## src/rtl/uart_byte_tx_if.sv

```systemverilog
// Byte-in / serial-out handshake bundle for uart_byte_tx.
// master = byte producer, slave = transmitter.
interface uart_byte_tx_if #(
    parameter int DATA_BITS = 8
);
    logic [DATA_BITS-1:0] tx_data;
    logic                 tx_valid;
    logic                 tx_ready;
    logic                 uart_tx;
    logic                 tx_busy;
    logic                 tx_done;

    modport master (
        output tx_data, tx_valid,
        input  tx_ready, uart_tx, tx_busy, tx_done
    );

    modport slave (
        input  tx_data, tx_valid,
        output tx_ready, uart_tx, tx_busy, tx_done
    );
endinterface

```

## src/rtl/uart_byte_tx.sv

```systemverilog
// UART transmitter: one byte per valid/ready handshake, serialised LSB first as 8N1/8N2.
// Define UART_TX_PARITY_EN to add a parity bit (PARITY_ODD selects odd parity).
module uart_byte_tx #(
    parameter int CLK_FREQ  = 50_000_000,
    parameter int BAUD_RATE = 115200,
    parameter int DATA_BITS = 8,
    parameter int STOP_BITS = 1
`ifdef UART_TX_PARITY_EN
    ,
    parameter bit PARITY_ODD = 1'b0
`endif
) (
    input  logic             sys_clk,
    input  logic             sys_rst,
    uart_byte_tx_if.slave    tx
);
    localparam int BAUD_DIV = CLK_FREQ / BAUD_RATE;
    localparam int CW       = $clog2(BAUD_DIV);
    localparam int BW       = $clog2(DATA_BITS);

    typedef enum logic [2:0] {
        IDLE,
        START,
        DATA,
`ifdef UART_TX_PARITY_EN
        PARITY,
`endif
        STOP
    } state_t;

    state_t               state_q, state_d;
    logic [CW-1:0]        cnt_q, cnt_d;
    logic [BW-1:0]        bit_q, bit_d;
    logic [DATA_BITS-1:0] shift_q, shift_d;
    logic                 tx_q, tx_d;
    logic                 done_q, done_d;
`ifdef UART_TX_PARITY_EN
    logic                 par_q, par_d;
`endif

    logic accept;
    logic bit_end;

    assign tx.tx_ready = (state_q == IDLE) && !sys_rst;
    assign tx.uart_tx  = tx_q;
    assign tx.tx_busy  = (state_q != IDLE);
    assign tx.tx_done  = done_q;

    assign accept  = tx.tx_valid && tx.tx_ready;
    assign bit_end = (cnt_q == CW'(BAUD_DIV - 1));

    always_ff @(posedge sys_clk or posedge sys_rst) begin
        if (sys_rst) begin
            state_q <= IDLE;
            cnt_q   <= '0;
            bit_q   <= '0;
            shift_q <= '0;
            tx_q    <= 1'b1;
            done_q  <= 1'b0;
`ifdef UART_TX_PARITY_EN
            par_q   <= 1'b0;
`endif
        end else begin
            state_q <= state_d;
            cnt_q   <= cnt_d;
            bit_q   <= bit_d;
            shift_q <= shift_d;
            tx_q    <= tx_d;
            done_q  <= done_d;
`ifdef UART_TX_PARITY_EN
            par_q   <= par_d;
`endif
        end
    end

    // tx_d is the line level for the next cycle, so every transition sets the new bit.
    always_comb begin
        state_d = state_q;
        cnt_d   = cnt_q;
        bit_d   = bit_q;
        shift_d = shift_q;
        tx_d    = tx_q;
        done_d  = 1'b0;
`ifdef UART_TX_PARITY_EN
        par_d   = par_q;
`endif
        if (state_q != IDLE) begin
            cnt_d = bit_end ? '0 : cnt_q + CW'(1);
        end

        case (state_q)
            IDLE: begin
                tx_d = 1'b1;
                if (accept) begin
                    state_d = START;
                    shift_d = tx.tx_data;
                    tx_d    = 1'b0;
                    cnt_d   = '0;
                    bit_d   = '0;
`ifdef UART_TX_PARITY_EN
                    par_d   = (^tx.tx_data) ^ PARITY_ODD;
`endif
                end
            end
            START: begin
                if (bit_end) begin
                    state_d = DATA;
                    tx_d    = shift_q[0];
                end
            end
            DATA: begin
                if (bit_end) begin
                    if (bit_q == BW'(DATA_BITS - 1)) begin
                        bit_d   = '0;
`ifdef UART_TX_PARITY_EN
                        state_d = PARITY;
                        tx_d    = par_q;
`else
                        state_d = STOP;
                        tx_d    = 1'b1;
`endif
                    end else begin
                        bit_d   = bit_q + BW'(1);
                        shift_d = shift_q >> 1;
                        tx_d    = shift_q[1];
                    end
                end
            end
`ifdef UART_TX_PARITY_EN
            PARITY: begin
                if (bit_end) begin
                    state_d = STOP;
                    tx_d    = 1'b1;
                end
            end
`endif
            STOP: begin
                tx_d = 1'b1;
                if (bit_end) begin
                    if (bit_q == BW'(STOP_BITS - 1)) begin
                        state_d = IDLE;
                        bit_d   = '0;
                        done_d  = 1'b1;
                    end else begin
                        bit_d = bit_q + BW'(1);
                    end
                end
            end
            default: begin
                state_d = IDLE;
                tx_d    = 1'b1;
            end
        endcase
    end
endmodule

```

## src/flat_wrapper.sv

```systemverilog
// flat-port wrapper written by rule: the top's interface ports become plain ports
module uart_byte_tx_flat 
#(
    parameter int CLK_FREQ  = 50_000_000,
    parameter int BAUD_RATE = 115200,
    parameter int DATA_BITS = 8,
    parameter int STOP_BITS = 1

)
  (sys_clk, sys_rst, tx_tx_data, tx_tx_valid, tx_tx_ready, tx_uart_tx, tx_tx_busy, tx_tx_done);
  uart_byte_tx_if #(.DATA_BITS(DATA_BITS)) tx_i ();
  input  logic sys_clk;
  input  logic sys_rst;
  input wire logic [$bits(tx_i.tx_data)-1:0] tx_tx_data;
  input wire logic [$bits(tx_i.tx_valid)-1:0] tx_tx_valid;
  output wire logic [$bits(tx_i.tx_ready)-1:0] tx_tx_ready;
  output wire logic [$bits(tx_i.uart_tx)-1:0] tx_uart_tx;
  output wire logic [$bits(tx_i.tx_busy)-1:0] tx_tx_busy;
  output wire logic [$bits(tx_i.tx_done)-1:0] tx_tx_done;
  assign tx_i.tx_data = tx_tx_data;
  assign tx_i.tx_valid = tx_tx_valid;
  assign tx_tx_ready = tx_i.tx_ready;
  assign tx_uart_tx = tx_i.uart_tx;
  assign tx_tx_busy = tx_i.tx_busy;
  assign tx_tx_done = tx_i.tx_done;
  uart_byte_tx #(.CLK_FREQ(CLK_FREQ), .BAUD_RATE(BAUD_RATE), .DATA_BITS(DATA_BITS), .STOP_BITS(STOP_BITS)) u_core (.sys_clk(sys_clk), .sys_rst(sys_rst), .tx(tx_i));
endmodule
```

## config.mk

```make
export PLATFORM = sky130hd
export DESIGN_NAME = uart_byte_tx_flat
export DESIGN_NICKNAME = d
export VERILOG_FILES = /design/src/rtl/uart_byte_tx_if.sv /design/src/rtl/uart_byte_tx.sv /design/src/flat_wrapper.sv
export SDC_FILE = /design/constraint.sdc
export NUM_CORES = 1
export LEC_CHECK = 0
export CORE_MARGIN = 1
export CORE_UTILIZATION = 51
export CTS_BUF_LIST = sky130_fd_sc_hd__clkbuf_4 sky130_fd_sc_hd__clkbuf_8
export DETAILED_ROUTE_END_ITERATION = 12
export GPL_TIMING_DRIVEN = 0
export HOLD_SLACK_MARGIN = 0.08
export PLACE_DENSITY_LB_ADDON = 0.3
export SYNTH_ARGS = -nofsm -noshare
export SYNTH_HDL_FRONTEND = slang
export SYNTH_SLANG_ARGS = --single-unit
```

## constraint.sdc

```tcl
create_clock -name sys_clk -period 2.98 [get_ports sys_clk]
set_input_delay 0.894 -clock sys_clk [delete_from_list [all_inputs] [get_ports sys_clk]]
set_output_delay 0.894 -clock sys_clk [all_outputs]
set_load 0.05 [all_outputs]
```

==> results of run 1 <==
layout make-up:
cell class	instances	area, sq um	share of cell area
clock buffer	4	36.3	0.0229
multi-input combinational	93	717	0.452
timing repair buffer	14	134	0.0843
sequential	24	602	0.379
inverter	12	48.8	0.0307
tap	30	37.5	0.0236
buffer	2	7.51	0.00473
timing repair inverter	1	5.00	0.00315
report_power, final:
part / total (mW) / internal (mW) / switching (mW)
registers: 0.328 / 0.327 / 0.00118
clock network: 0.170 / 0.0746 / 0.0956
logic: 0.0298 / 0.0175 / 0.0124
layer usage:
layer | vias to the layer above | track usage
met4 | 0 | 0.0833
met2 | 42 | 0.344
li1 | 513 | -
met3 | 6 | 0.0339
met5 | - | 0
met1 | 495 | 0.291
repair_timing:
item / CTS / global route
gates cloned: 1 / 0
resized for setup: 3 / 3
endpoints found under the setup margin: 10 / 8
endpoints found under the hold margin: 0 / 0
sequential cells by signal (all words and copies together), names as in the netlist:
register           cells
u_core.bit_q           3
u_core.cnt_q           9
u_core.shift_q         8
u_core.state_q         2
u_core.tx.tx_done      1
u_core.tx.uart_tx      1
metrics by stage:
stage | hold WS [ns] | setup TNS (ns) | worst slack (ns)
finish | 0.513 | 0 | 0.275
global route | 0.527 | 0 | 0.131
CTS | 0.508 | 0 | 0.0279
detailed placement | 0.489 | -5.81 | -0.515
global placement | 0.474 | -5.41 | -0.476
floorplan | 0.458 | 0 | 0.141
kinds of logic (layout without fill, tap and decap cells):
family | Yosys count | count (layout) | share of synthesized area
simple gates | 32 | 32 | 0.122
compound gates | 31 | 31 | 0.145
flops | 24 | 24 | 0.440
mux | 18 | 18 | 0.147
buf+inv | 14 | 33 | 0.0384
fa+ha+maj | 11 | 11 | 0.101
xor+xnor | 1 | 1 | 0.00641
synth_stat cells, types with 2 or more instances:
| cell | count |
|---|---|
| dfrtp_1 | 23 |
| nand2_1 | 7 |
| o22ai_1 | 2 |
| o21ai_0 | 10 |
| a31oi_1 | 2 |
| nor2_1 | 8 |
| ha_1 | 11 |
| o2bb2ai_1 | 2 |
| nor3_1 | 3 |
| nand3_1 | 4 |
| inv_1 | 11 |
| clkbuf_1 | 2 |
| nor4_1 | 2 |
| o211ai_1 | 2 |
| mux2_2 | 17 |
| a21oi_1 | 5 |
worst max-delay path by stage:
stage,slack (ns),cells past startpoint,start,end
2_1_floorplan,0.14,4,u_core.state_q[0],tx_tx_ready
3_3_place_gp,-0.48,6,sys_rst,u_core.shift_q[3]
3_5_place_dp,-0.51,6,sys_rst,u_core.shift_q[0]
4_1_cts,0.03,3,sys_rst,tx_tx_ready
5_1_grt,0.13,6,sys_rst,u_core.shift_q[0]
6_report,0.27,6,sys_rst,u_core.shift_q[0]
==> out/qor.txt, run 1 <==
max_slew headroom - 0.588
syn nets - 153
Starting Density - 0.547
cts hold-fix bufs - 0
via count - 1056
Setup CP Type - in2reg
initial antenna violation count - 0
r2r setup slk - 0.78 ns
drt first pass iters - 4
Final HPWL DP - 1880 um
Layout Cells excl Fill - 180
Worst Path Arrival - 2.91 ns
largest area contributor in the netlist - dfrtp_1
TritonCTS buffer count - 3
sequential share of the synthesized area - 0.440
Area after DPL - 1550 sq um
ys flop type - dfrtp_1
overall routing resource usage - 0.215
Hold EP - u_core.cnt_q[7]
die area - 2890 sq um
met3 wire length - 150 um
synth unique cells - 36
register bit total from synthesis - 24
Met2 Routed Length - 1220 um
syn avg cell area - 10.4 sq um
routed length per instance - 14.4 um
Worst Path Max Fanout - 13
number of global-route vias before repair - 977
Routed Wire Length - 2590 um
Max Cap Viol - 0
highest-delay cell along the critical path - clkdlybuf4s50_1
Die Y - 53.8 um
final core utilization - 0.635
Via density - 5.87
DRC - 0
Core Rows - 18
most frequent cells in the layout - dfrtp_1, mux2_2, clkdlybuf4s50_1
Worst Setup End Kind - flip-flop
post-synthesis cell area - 1370 sq um
# fillers - 196
total global routing overflow - 0
Clock Tree Buf Depth - 2
WHS Path Cells - 1
Post-Syn Instances - 131
Top Layer Used - met4
detailed router's first-iteration violation count - 68
CP Launch Type - input pin
RSZ-0062 raised after global routing - no
CTS tree - done
post-synthesis async set-or-reset flop share - 1.00
clk sinks - 24
Antenna Nets Post-Route - 0
area fraction of the dominant cell type after synthesis - 0.421
outcome - finished, final reports clean
Worst-path clk slew - 0.13 ns
Worst VDD drop - 0.288 mV
setup violators final - 0
Tightest Pin Transition - 0.611 ns
Finished Cell Area - 1590 sq um
most common cell after layout, fill and taps aside - dfrtp_1
Tmin final - 2.71 ns
min-delay worst type - reg2reg
fmax - 0.370 GHz
first-pass GRT wire length - 4380 um
met1 wire length - 1180 um
Root Buffer - clkbuf_4
Req. time, crit path - 3.19 ns
Core ar. - 2500 sq um
Setup Fix Bufs, Post-CTS - 0
largest net degree at the start of global routing - 14
CP Cell Sequence - clkdlybuf4s50_1 > clkinvlp_4 > a21o_1 > clkbuf_1 > o21ai_2 > mux2_2
I/O Pins - 15
top post-synthesis cells by area - dfrtp_1, mux2_2, ha_1, o21ai_0, inv_1
Worst Reg-to-Reg Cells - 7
Clock Skew - 0.00552 ns
P_leak - 0.709 nW
dpl cells - 175
layout cell share with drive strength beyond 1 - 0.193
CP peak stage delay - 0.58 ns
htree depth - 1
Slew Limit Fails - 0
cell family with most CP delay - buffers and inverters
Layout area overhead - 16.1%
period utilization - 0.908
nets - 173
number of synthesized flops with an enable pin - 0
die width - 53.8 um
r2r startpoint - u_core.state_q[0]
# diodes - 0
YS warnings - 0
# port buffers - 14
CP bufs+invs - 3
Skew-Pair Late Insertion Delay - 0.31 ns
global placement routability congestion - 0.773
Hold Vio Cnt, Final - 0
reg2reg end - u_core.shift_q[0]
hold path start - u_core.cnt_q[7]
Overall Power - 0.528 mW
P per Cell Area - 333 nW/um^2
(Power assumes the default switching activity.)
==> run 2, diff against run 1 <==
Settings changed: CORE_UTILIZATION 51 to 55, GPL_ROUTABILITY_DRIVEN from default to 1, PLACE_DENSITY_LB_ADDON 0.3 to 0.25.
==> out/qor.txt, run 2 (synthesis gave the netlist of run 1 again) <==
Die Y - 51.9 um (-3.6%)
Tmin final - 2.73 ns (+0.0250 ns)
die width - 51.9 um (-3.6%)
highest-delay cell along the critical path - clkdlybuf4s50_1
Antenna Nets Post-Route - 0 (unchanged)
TritonCTS buffer count - 3 (unchanged)
Req. time, crit path - 3.18 ns (about the same)
final core utilization - 0.698 (+0.0631)
Max Cap Viol - 0 (unchanged)
max FFs per register - 9 (unchanged)
most common cell after layout, fill and taps aside - dfrtp_1
I/O Pins - 15 (unchanged)
Top Layer Used - met4
Met2 Routed Length - 1240 um (+1.1%)
initial antenna violation count - 0 (unchanged)
dpl cells - 173 (-1.1%)
Layout Cells excl Fill - 178 (-1.1%)
global placement routability congestion - 0.887 (+15%)
Sequential Power Share - 0.624 (+0.003)
largest net degree at the start of global routing - 14 (unchanged)
RSZ-0062 raised after global routing - no
nets - 173 (unchanged)
Pint - 0.419 mW (about the same)
CP bufs+invs - 3 (unchanged)
met1 wire length - 1190 um (+1.0%)
Worst Setup End Kind - flip-flop
routed length per instance - 14.3 um (-0.83%)
Worst VDD drop - 0.323 mV (+12%)
met3 wire length - 96 um (-36%)
detailed router's first-iteration violation count - 26 (-62%)
cell family with most CP delay - buffers and inverters
CP peak stage delay - 0.57 ns (about the same)
Largest regs - u_core.cnt_q (9), u_core.shift_q (8), u_core.bit_q (3)
htree depth - 1 (unchanged)
Tightest Pin Transition - 0.581 ns (-0.0298 ns)
Core Rows - 17 (-1)
period utilization - 0.916 (+0.00838)
Slew Limit Fails - 0 (unchanged)
max_slew headroom - 0.610 (+0.0221)
Final WS setup - 0.250 ns (-0.0250 ns)
fmax - 0.366 GHz (-0.91%)
first-pass GRT wire length - 4390 um (+0.16%)
P per Cell Area - 331 nW/um^2 (-0.51%)
min-delay worst type - reg2reg
# diodes - 0 (unchanged)
Core ar. - 2280 sq um (-9.0%)
drt first pass iters - 6 (+2)
Final HPWL DP - 1840 um (-2.5%)
outcome - finished, final reports clean
combinational share of power - 0.057 (about the same)
Via density - 5.83 (-0.60%)
# fillers - 168 (-14%)
Worst Path Arrival - 2.93 ns (+0.02 ns)
Starting Density - 0.601 (+0.0538)
Switch Pwr - 0.107 mW (-1.9%)
Layout area overhead - 16.2% (about the same)
clk sinks - 24 (unchanged)
Skew-Pair Late Insertion Delay - 0.30 ns (about the same)
die area - 2690 sq um (-7.0%)
Hold Vio Cnt, Final - 0 (unchanged)
Largest Register - u_core.cnt_q
Sw Ratio - 0.204 (-0.00305)
Setup CP Type - in2reg
CP Cell Sequence - clkdlybuf4s50_1 > clkinvlp_4 > a21o_1 > clkbuf_1 > o21ai_2 > mux2_2
total global routing overflow - 0 (unchanged)
overall routing resource usage - 0.227 (+0.0116)
Setup Fix Bufs, Post-CTS - 0 (unchanged)
Clock Skew - 0.00339 ns (-0.00213 ns)
DP Worst Slack - -0.551 ns (-0.0366 ns)
setup violators final - 0 (unchanged)
clock share of power - 0.319 (-0.003)
Root Buffer - clkbuf_4
CTS tree - done
Clock Tree Buf Depth - 2 (unchanged)
Routed Wire Length - 2540 um (-1.9%)
DRC - 0 (unchanged)
# port buffers - 14 (unchanged)
number of global-route vias before repair - 959 (-1.8%)
via count - 1038 (-1.7%)
Worst-path clk slew - 0.13 ns (about the same)
P_leak - 0.711 nW (+0.24%)
Worst Path Max Fanout - 13 (unchanged)
CP Launch Type - input pin
layout cell share with drive strength beyond 1 - 0.193 (unchanged)
most frequent cells in the layout - dfrtp_1, mux2_2, clkdlybuf4s50_1
-- run 2: cell type report --
type | count | area [sq um] | share of cell area
clock buffer | 4 | 36.3 | 0.0228
buffer | 2 | 7.51 | 0.00472
multi-input combinational | 93 | 717 | 0.451
timing repair buffer | 14 | 138 | 0.0866
sequential | 24 | 602 | 0.379
inverter | 12 | 48.8 | 0.0307
tap | 28 | 35.0 | 0.0220
timing repair inverter | 1 | 5.00 | 0.00315
-- run 2: power groups by stage --
stage / clock [mW] / sequential [mW] / combinational [mW]
6_report: 0.168 / 0.328 / 0.0298
5_1_grt: 0.184 / 0.328 / 0.0337
4_1_cts: 0.172 / 0.328 / 0.0308
3_5_place_dp: 0 / 0.334 / 0.0291
3_3_place_gp: 0 / 0.334 / 0.0284
2_1_floorplan: 0 / 0.334 / 0.0130
-- run 2: final timing paths --
path                                    from                end  slack [ns]  cells past startpoint
hold reg to reg            u_core.shift_q[7]  u_core.shift_q[7]        0.51                      1
max in group asynchronous            sys_rst    u_core.bit_q[2]        1.63                      2
setup / recovery                     sys_rst  u_core.shift_q[0]        0.25                      6
setup reg to reg           u_core.state_q[0]  u_core.shift_q[0]        0.77                      7
hold / removal             u_core.shift_q[7]  u_core.shift_q[7]        0.51                      1
min in group asynchronous            sys_rst  u_core.shift_q[7]        0.96                      2
-- run 2: per-stage QoR --
step | area, sq um | total power, mW | hold slack (ns) | setup TNS [ns]
2_1_floorplan | 1370 | 0.347 | 0.458 | 0
3_3_place_gp | 1540 | 0.363 | 0.472 | -5.39
3_5_place_dp | 1540 | 0.364 | 0.481 | -6.39
4_1_cts | 1590 | 0.531 | 0.507 | 0
5_1_grt | 1590 | 0.546 | 0.540 | 0
6_report | 1590 | 0.526 | 0.506 | 0
-- run 2: metal layers --
metal,vias to the layer above,global-route usage
li1,508,-
met2,24,0.363
met5,-,0
met3,2,0.0351
met1,504,0.314
met4,0,0.0721
-- run 2: what timing repair did --
action                                  in CTS  in global routing
resized for setup                            2                  4
hold buffers                                 0                  0
endpoints found under the setup margin      12                  9
gates cloned                                 1                  0
